--- src/rtl/iccm_arbiter.sv ---
// iccm_arbiter: shares the single-port ICCM between buffered loader writes and adapter reads; ICCM_ARB_STATS_EN adds stall/write counters
module iccm_arbiter #(
  parameter int AW           = 12,
  parameter int DW           = 32,
  parameter int WBUF_DEPTH   = 4,
  parameter int STARVE_LIMIT = 8
) (
  input  logic          clock,
  input  logic          reset,
  input  logic          ld_we_i,
  input  logic [AW-1:0] ld_addr_i,
  input  logic [DW-1:0] ld_wdata_i,
  input  logic          ld_done_i,
  output logic          ld_full_o,
  output logic          ld_overflow_o,
  output logic          flush_done_o,
  input  logic          bus_req_i,
  input  logic [AW-1:0] bus_addr_i,
  output logic          bus_gnt_o,
  output logic [DW-1:0] bus_rdata_o,
  output logic          bus_rvalid_o,
  output logic          mem_req_o,
  output logic          mem_we_o,
  output logic [AW-1:0] mem_addr_o,
  output logic [DW-1:0] mem_wdata_o,
  input  logic [DW-1:0] mem_rdata_i,
  input  logic          mem_rvalid_i,
  output logic [15:0]   stall_cnt_o,
  output logic [15:0]   wr_cnt_o
);
  localparam int PW = $clog2(WBUF_DEPTH);
  localparam int CW = $clog2(WBUF_DEPTH + 1);
  localparam int SW = $clog2(STARVE_LIMIT + 1);
  typedef enum logic [1:0] {BUS_PRI, WR_PRI, FLUSH} state_t;
  state_t state_q, state_d;
  logic [AW-1:0] addr_q [WBUF_DEPTH];
  logic [DW-1:0] data_q [WBUF_DEPTH];
  logic [WBUF_DEPTH-1:0] vld_q;
  logic [PW-1:0] wr_ptr_q, rd_ptr_q;
  logic [CW-1:0] cnt_q;
  logic [SW-1:0] starve_q, starve_d;
  logic rd_pend_q, ovf_q;
  logic empty, full, push, hazard, rd_go, wr_go, done_pulse;

  assign empty = cnt_q == '0;
  assign full  = cnt_q == CW'(WBUF_DEPTH);
  // a full FIFO still accepts a push when the head retires in the same cycle
  assign push  = ld_we_i & (~full | wr_go);

  always_comb begin
    hazard = 1'b0;
    for (int i = 0; i < WBUF_DEPTH; i++)
      hazard = hazard | (vld_q[i] & (addr_q[i] == bus_addr_i));
    hazard = hazard & bus_req_i;
  end

  always_comb begin
    state_d    = state_q;
    starve_d   = '0;
    rd_go      = 1'b0;
    wr_go      = 1'b0;
    done_pulse = 1'b0;
    if (!reset) begin
      case (state_q)
        BUS_PRI: begin
          rd_go    = bus_req_i & ~hazard;
          wr_go    = ~rd_go & ~empty;
          starve_d = (rd_go & ~empty) ? starve_q + 1'b1 : '0;
          state_d  = (starve_d == SW'(STARVE_LIMIT)) ? WR_PRI : BUS_PRI;
        end
        WR_PRI: begin
          wr_go   = ~empty;
          state_d = BUS_PRI;
        end
        FLUSH: begin
          wr_go      = ~empty;
          done_pulse = empty & ~ld_we_i;
          state_d    = done_pulse ? BUS_PRI : FLUSH;
        end
        default: state_d = BUS_PRI;
      endcase
      if (ld_done_i && state_q != FLUSH) state_d = FLUSH;
    end
  end

  always_ff @(posedge clock) begin
    if (reset) begin
      state_q   <= BUS_PRI;
      starve_q  <= '0;
      wr_ptr_q  <= '0;
      rd_ptr_q  <= '0;
      cnt_q     <= '0;
      vld_q     <= '0;
      rd_pend_q <= 1'b0;
      ovf_q     <= 1'b0;
    end else begin
      state_q   <= state_d;
      starve_q  <= starve_d;
      rd_pend_q <= rd_go;
      cnt_q     <= cnt_q + CW'(push) - CW'(wr_go);
      if (ld_we_i && !push) ovf_q <= 1'b1;
      if (wr_go) begin
        vld_q[rd_ptr_q] <= 1'b0;
        rd_ptr_q        <= rd_ptr_q + 1'b1;
      end
      if (push) begin
        vld_q[wr_ptr_q] <= 1'b1;
        wr_ptr_q        <= wr_ptr_q + 1'b1;
      end
    end
  end

  always_ff @(posedge clock) begin
    if (push) begin
      addr_q[wr_ptr_q] <= ld_addr_i;
      data_q[wr_ptr_q] <= ld_wdata_i;
    end
  end

  assign mem_req_o     = rd_go | wr_go;
  assign mem_we_o      = wr_go;
  assign mem_addr_o    = wr_go ? addr_q[rd_ptr_q] : rd_go ? bus_addr_i : '0;
  assign mem_wdata_o   = wr_go ? data_q[rd_ptr_q] : '0;
  assign bus_gnt_o     = rd_go;
  // a response landing during reset belongs to a discarded read
  assign bus_rvalid_o  = mem_rvalid_i & rd_pend_q & ~reset;
  assign bus_rdata_o   = bus_rvalid_o ? mem_rdata_i : '0;
  assign ld_full_o     = full;
  assign ld_overflow_o = ovf_q;
  assign flush_done_o  = done_pulse;

`ifdef ICCM_ARB_STATS_EN
  logic [15:0] stall_q, wrc_q;
  always_ff @(posedge clock) begin
    if (reset) begin
      stall_q <= '0;
      wrc_q   <= '0;
    end else begin
      if (bus_req_i && !rd_go && stall_q != 16'hFFFF) stall_q <= stall_q + 1'b1;
      if (wr_go && wrc_q != 16'hFFFF) wrc_q <= wrc_q + 1'b1;
    end
  end
  assign stall_cnt_o = stall_q;
  assign wr_cnt_o    = wrc_q;
`else
  assign stall_cnt_o = '0;
  assign wr_cnt_o    = '0;
`endif
endmodule

--- config.mk ---
export PLATFORM = sky130hd
export DESIGN_NAME = iccm_arbiter
export DESIGN_NICKNAME = d
export VERILOG_FILES = /design/src/rtl/iccm_arbiter.sv
export SDC_FILE = /design/constraint.sdc
export NUM_CORES = 1
export LEC_CHECK = 0
export CORE_MARGIN = 2
export CORE_UTILIZATION = 50
export CTS_CLUSTER_SIZE = 28
export DETAILED_ROUTE_END_ITERATION = 10
export HOLD_SLACK_MARGIN = 0.06
export PLACE_DENSITY_LB_ADDON = 0.12
export SKIP_CTS_REPAIR_TIMING = 1
export SLEW_MARGIN = 20
export SYNTH_ARGS = -nofsm -noshare
export SYNTH_HDL_FRONTEND = slang
export SYNTH_SLANG_ARGS = --single-unit
--- constraint.sdc ---
create_clock -name clock -period 3.8 [get_ports clock]
set_input_delay 0.38 -clock clock [delete_from_list [all_inputs] [get_ports clock]]
set_output_delay 0.38 -clock clock [all_outputs]
set_load 0.05 [all_outputs]
After elaboration in Yosys (flattened, before gate mapping)

Memory sizes are Yosys's and may differ from the RTL's. A register that Yosys moved wholly into a read port is not among the register bits.
Cells that the tools add are included.

Add/subtract/negate cells: 5
Magnitude comparators: 4
Eq/ne operators: 9
Mux-type cells: 28
Bitwise operators: 27
Reductions and logical operators: 10

Operators with widths:

| operator                                                                      | number |
|---|---|
| 32-bit 2-to-1 mux                                                             | 2 |
| 12-bit == test                                                                | 4 |
| 12-bit 2-to-1 mux                                                             | 2 |
| 4-bit 2-to-1 mux                                                              | 4 |
| 1-bit bitwise AND                                                             | 12 |
| 2-bit 2-to-1 mux                                                              | 6 |
| 1-bit 2-to-1 mux                                                              | 10 |
| 1-bit inverter                                                                | 7 |
| 2-bit by 3-bit less-than comparator with 1-bit output (second input constant) | 2 |
| 2-bit OR reduction                                                            | 3 |
| 1-bit OR                                                                      | 5 |
| 2-bit by 1-bit adder with 2-bit output (second input constant)                | 2 |
| 4-bit by 1-bit adder with 4-bit output (second input constant)                | 1 |
| 4-bit bitwise AND                                                             | 1 |
| 1-bit demux with 2-bit select                                                 | 2 |
| 4-bit == test (second input constant)                                         | 1 |
| 2-bit by 1-bit >= comparator with 1-bit output (second input constant)        | 2 |
| 1-bit logical AND                                                             | 4 |
| 4-bit inverter                                                                | 1 |
| 4-bit OR                                                                      | 1 |
| 2-bit one-hot mux with 2 select lines                                         | 1 |
| 3-bit by 1-bit adder with 3-bit output                                        | 1 |
| 3-bit == test (second input constant)                                         | 1 |
| 3-bit logical NOT                                                             | 1 |
| 7 further kinds                                                               | 7 |

Flip-flop bits (word level): 19
Memory bits (writable): 176
Input port bits: 94
Output and inout bits: 115
Logic and storage cells: 94
Memories kept: 2

Memory list:

| memory | depth | bits a word | rd ports | clocked after memory_dff | wr ports | RTL line | text |
|---|---|---|---|---|---|---|---|
| data_q | 4     | 32          | 1        | 1                        | 1        | 37       | `logic [DW-1:0] data_q [WBUF_DEPTH];` |
| addr_q | 4     | 12          | 5        | 1                        | 1        | 36       | `logic [AW-1:0] addr_q [WBUF_DEPTH];` |

Logic depth before layout (Yosys ltp)

An unclocked memory read counts as a cell.

Depth after elaboration: 17
Gate-level depth with buffers: 15

Worst setup path before layout

OpenSTA, ideal clock, no wires.

Path type: input to register
Start point: input bus_addr_i[6]
End point: memory addr_q[0][0], enable pin
Library setup time: 418 ps
Arrival: 3,050 ps
Path slack: 332 ps
Stages on the path: 8
Cell sequence: buf_2 xnor2_1 nand3_1 o41ai_2 nor2_1 a211o_1 buf_6 a21oi_2

Longest elaborated chain between the ends: 16

Ends and longest elaborated chain:

| element                                    | RTL line | text |
|---|---|---|
| start: declaration                         | 18       | `input logic [AW-1:0] bus_addr_i,` |
| 12-bit == test                             | 53       | `hazard = hazard \| (vld_q[i] & (addr_q[i] == bus_addr_i));` |
| 1-bit bitwise AND                          | 53       |  |
| 1-bit OR (2 in a row)                      | 53       |  |
| 1-bit OR (*)                               | 53       |  |
| 1-bit bitwise AND (*)                      | 54       | `hazard = hazard & bus_req_i;` |
| 1-bit inverter (*)                         | 66       | `rd_go = bus_req_i & ~hazard;` |
| 1-bit bitwise AND (*)                      | 66       |  |
| 1-bit inverter (*)                         | 67       | `wr_go = ~rd_go & ~empty;` |
| 1-bit bitwise AND (*)                      | 67       |  |
| 1-bit one-hot mux with 2 select lines (*)  | 64       | `case (state_q)` |
| 1-bit 2-to-1 mux (*)                       | 63       | `if (!reset) begin` |
| 1-bit OR (*)                               | 48       | `assign push = ld_we_i & (~full \| wr_go);` |
| 1-bit bitwise AND (*)                      | 48       |  |
| 1-bit 2-to-1 mux (*)                       | 114      | `if (push) begin` |
| 1-bit 2-to-1 mux (not written as such) (*) | 115      | `addr_q[wr_ptr_q] <= ld_addr_i;` |
| end: declaration                           | 36       |  |

Mark *: on every way between the ends. The rest lies on a longest branch, timed or not.

Worst setup path after layout

Start point: input bus_addr_i[6]
End point: output mem_wdata_o[28]

Longest elaborated chain between the ends: 13

Ends and longest elaborated chain:

| element                                   | RTL line | text |
|---|---|---|
| 12-bit == test                            | 53       |  |
| 1-bit bitwise AND                         | 53       |  |
| 1-bit OR (2 in a row)                     | 53       |  |
| 1-bit OR (*)                              | 53       |  |
| 1-bit bitwise AND (*)                     | 54       |  |
| 1-bit inverter (*)                        | 66       |  |
| 1-bit bitwise AND (*)                     | 66       |  |
| 1-bit inverter (*)                        | 67       |  |
| 1-bit bitwise AND (*)                     | 67       |  |
| 1-bit one-hot mux with 2 select lines (*) | 64       |  |
| 1-bit 2-to-1 mux (*)                      | 63       |  |
| 32-bit 2-to-1 mux (*)                     | 123      | `assign mem_wdata_o = wr_go ? data_q[rd_ptr_q] : '0;` |
| end: declaration                          | 25       | `output logic [DW-1:0] mem_wdata_o,` |

Marked as above.

==> results.ini <==
[run_status]
status = completed

[floorplanning]
io_pins = 209
die-area_mm2 = 0.0188
start_util = 0.512
die_width_um = 137
core_area_mm2 = 0.0173
dieHeight_um = 137
fp-row-count = 48

[global_routing]
grt-ovfl-total = 0
grt_max_degree = 45
grtUsageTotal = 0.204
grt_pass1_vias = 5178
antenna_found_initial = 0
grt_first_pass_wirelength_mm = 27.9

[layout]
post-route-util = 0.660
final_common_cell = edfxtp_1
drive_gt1_frac = 0.200
layout_common_cells = edfxtp_1, clkdlybuf4s50_1, and2_1
fin_nets = 852
diodes = 0
area.growth.synth_to_final_pct = 28.9

[synthesis]
synth_area_leaders = edfxtp_1, mux4_2, xnor2_1
syn_area_per_cell_um2 = 15.7
yosys.area.top_type_share = 0.597
synth.distinct_cells = 44
synth-async-reset-ratio = 0
netlist_area_mm2 = 0.00886
synth-seq-cells = 197
synth_edf_count = 176
synth_flop_cell = edfxtp_1
ys_seq_area_frac = 0.644
yosysTopAreaCell = edfxtp_1
synthCells = 565
yosysWarnings = 0

[power_and_ir_drop]
powerDensity_mw_per_mm2 = 534
p_leak_nw = 3.98
ir_drop_v = 0.000391

[drt]
first_pass_iters = 5
antenna_left = 0
wire_per_inst_um = 19.0
finalWirelength_mm = 18.6
vias = 5102
vias_per_cell = 5.20
drt_iter0_drc = 228
drc = 0

[clocking]
h-tree-depth = 4
clk_latency_ns = 0.42
max-clock-path-buffers = 2
clockRootBuffer = clkbuf_16
clock_sinks = 197
numCtsBuffers = 17
clk_pin_slew_ns = 0.06
cts_tree = yes

[setup_path]
required_ns = 3.42
crit_slowest_cell = clkdlybuf4s50_1
worstPathArrival_ns = 3.08
critPathKind = input pin to output port
path_common_cell = buf_4
path_max_fanout = 36
cp-end-kind = output port
r2r_cells = 13
r2r_end = cnt_q[2]
r2r-start = addr_q[2][6]
cp-start-kind = input pin
slowest_delay_ns = 0.53
path_cells = clkdlybuf4s50_1, xnor2_1, nand3_1, o41ai_2, nor2_1, a211o_1, buf_4, inv_4, and2_1, buf_4
ff2ff_setup_slack_ns = 0.83

[worst_hold_path]
hold-path-cell-count = 1
worstHoldStart = starve_q[0]
holdPathEnd = starve_q[0]
hold_path_class = flip-flop to flip-flop

[sta]
rsz0062_at_grt = no
fin_crit_ns = 3.46
tns_ns = 0
period_share = 0.909
setup-violations-final = 0
max_freq_mhz = 289
finClkSkew_ns = 0.00754
tightest_slew_ns = 0.930
slew_headroom = 0.380
slew_violations = 0
setup_slack_ns = 0.345
finalHoldViolations = 0

[place]
dp_slack_ns = 0.228
globalplace.congestion = 0.782
dpl.hpwl_mm = 12.9
port_buffers = 176

[flow_run]
max_cap_violations = 0

==> state kept, by name (all words and copies together) (netlist names), 2 cells and up, named ones only <==
signal	cells
data_q	128
state_q	2
vld_q	4
starve_q	4
cnt_q	3
rd_ptr_q	2
wr_ptr_q	2
addr_q	48
==> cell type report <==
class | count | area (um2)
clock buffers | 17 | 425
clock inverters | 14 | 159
fillers | 1211 | 5880
inverters | 25 | 96.3
multi-input cells | 308 | 2790
flip-flops and latches | 197 | 5710
well taps | 225 | 282
repair buffers | 195 | 1950
==> worst max-delay path by stage <==
stage	start	endpoint	slack, ns	depth (start not counted)
3_3_place_gp	bus_addr_i[6]	cnt_q[2]	0.29	14
4_1_cts	bus_addr_i[2]	mem_req_o	0.20	10
5_1_grt	bus_addr_i[6]	mem_wdata_o[16]	0.13	10
3_5_place_dp	bus_addr_i[6]	cnt_q[2]	0.23	14
6_report	bus_addr_i[6]	mem_wdata_o[28]	0.34	10
2_1_floorplan	bus_addr_i[6]	addr_q[0][0]	0.33	8
==> metal layers <==
metal  vias to the layer above  GRT usage  share of wire
met5                         -          0              0
met4                         0     0.0498         0.0085
li1                       2359          -              -
met2                       199      0.362           0.53
met3                        14     0.0581          0.078
met1                      2530      0.247           0.38
==> stage by stage <==
stage / area [um2] / std cells / power (mW) / hold WS, ns
final: 11400 / 981 / 6.09 / 0.478
after global routing: 11400 / 981 / 6.33 / 0.518
after CTS: 11400 / 981 / 6.14 / 0.480
after detailed placement: 10800 / 950 / 4.39 / 0.463
after global placement: 10800 / 950 / 4.36 / 0.444
after floorplan: 8970 / 596 / 3.83 / 0.430
==> power breakdown <==
group / switching [mW] / internal (mW)
registers: 0.154 / 2.60
clock network: 0.736 / 1.03
logic: 0.905 / 0.671
==> Yosys cell counts (all sizes together) (2+ instances only) <==
cell type	count
buf	53
o221a	4
nor4b	2
nand2	14
clkbuf	13
inv	24
dfxtp	21
xnor2	51
ha	13
mux2i	2
nor4	3
nor2	17
nand3	17
xor2	2
edfxtp	176
mux4	44
and2	64
a21oi	5
nor3	3
o21ai	12
nand4	8
==> cells by family after synthesis <==
logic type      after synthesis  synth area share
xor+xnor                     53            0.0524
mux                          47             0.115
other cells                   1          0.000423
simple gates                135            0.0860
fa+ha+maj                    14            0.0206
compound gates               27            0.0240
flops                       197             0.644
buf+inv                      91            0.0568
==> critical path, delay by kind of cell <==
| kind | cells | cell delay, ns |
|---|---|---|
| AOI/OAI and AO/OA | 2 | 0.77 |
| buffers and inverters | 4 | 1.22 |
| xor gates and xnor gates | 1 | 0.28 |
| and+or+nand+nor | 3 | 0.42 |
No activity file was read; power rests on OpenSTA's default activity.
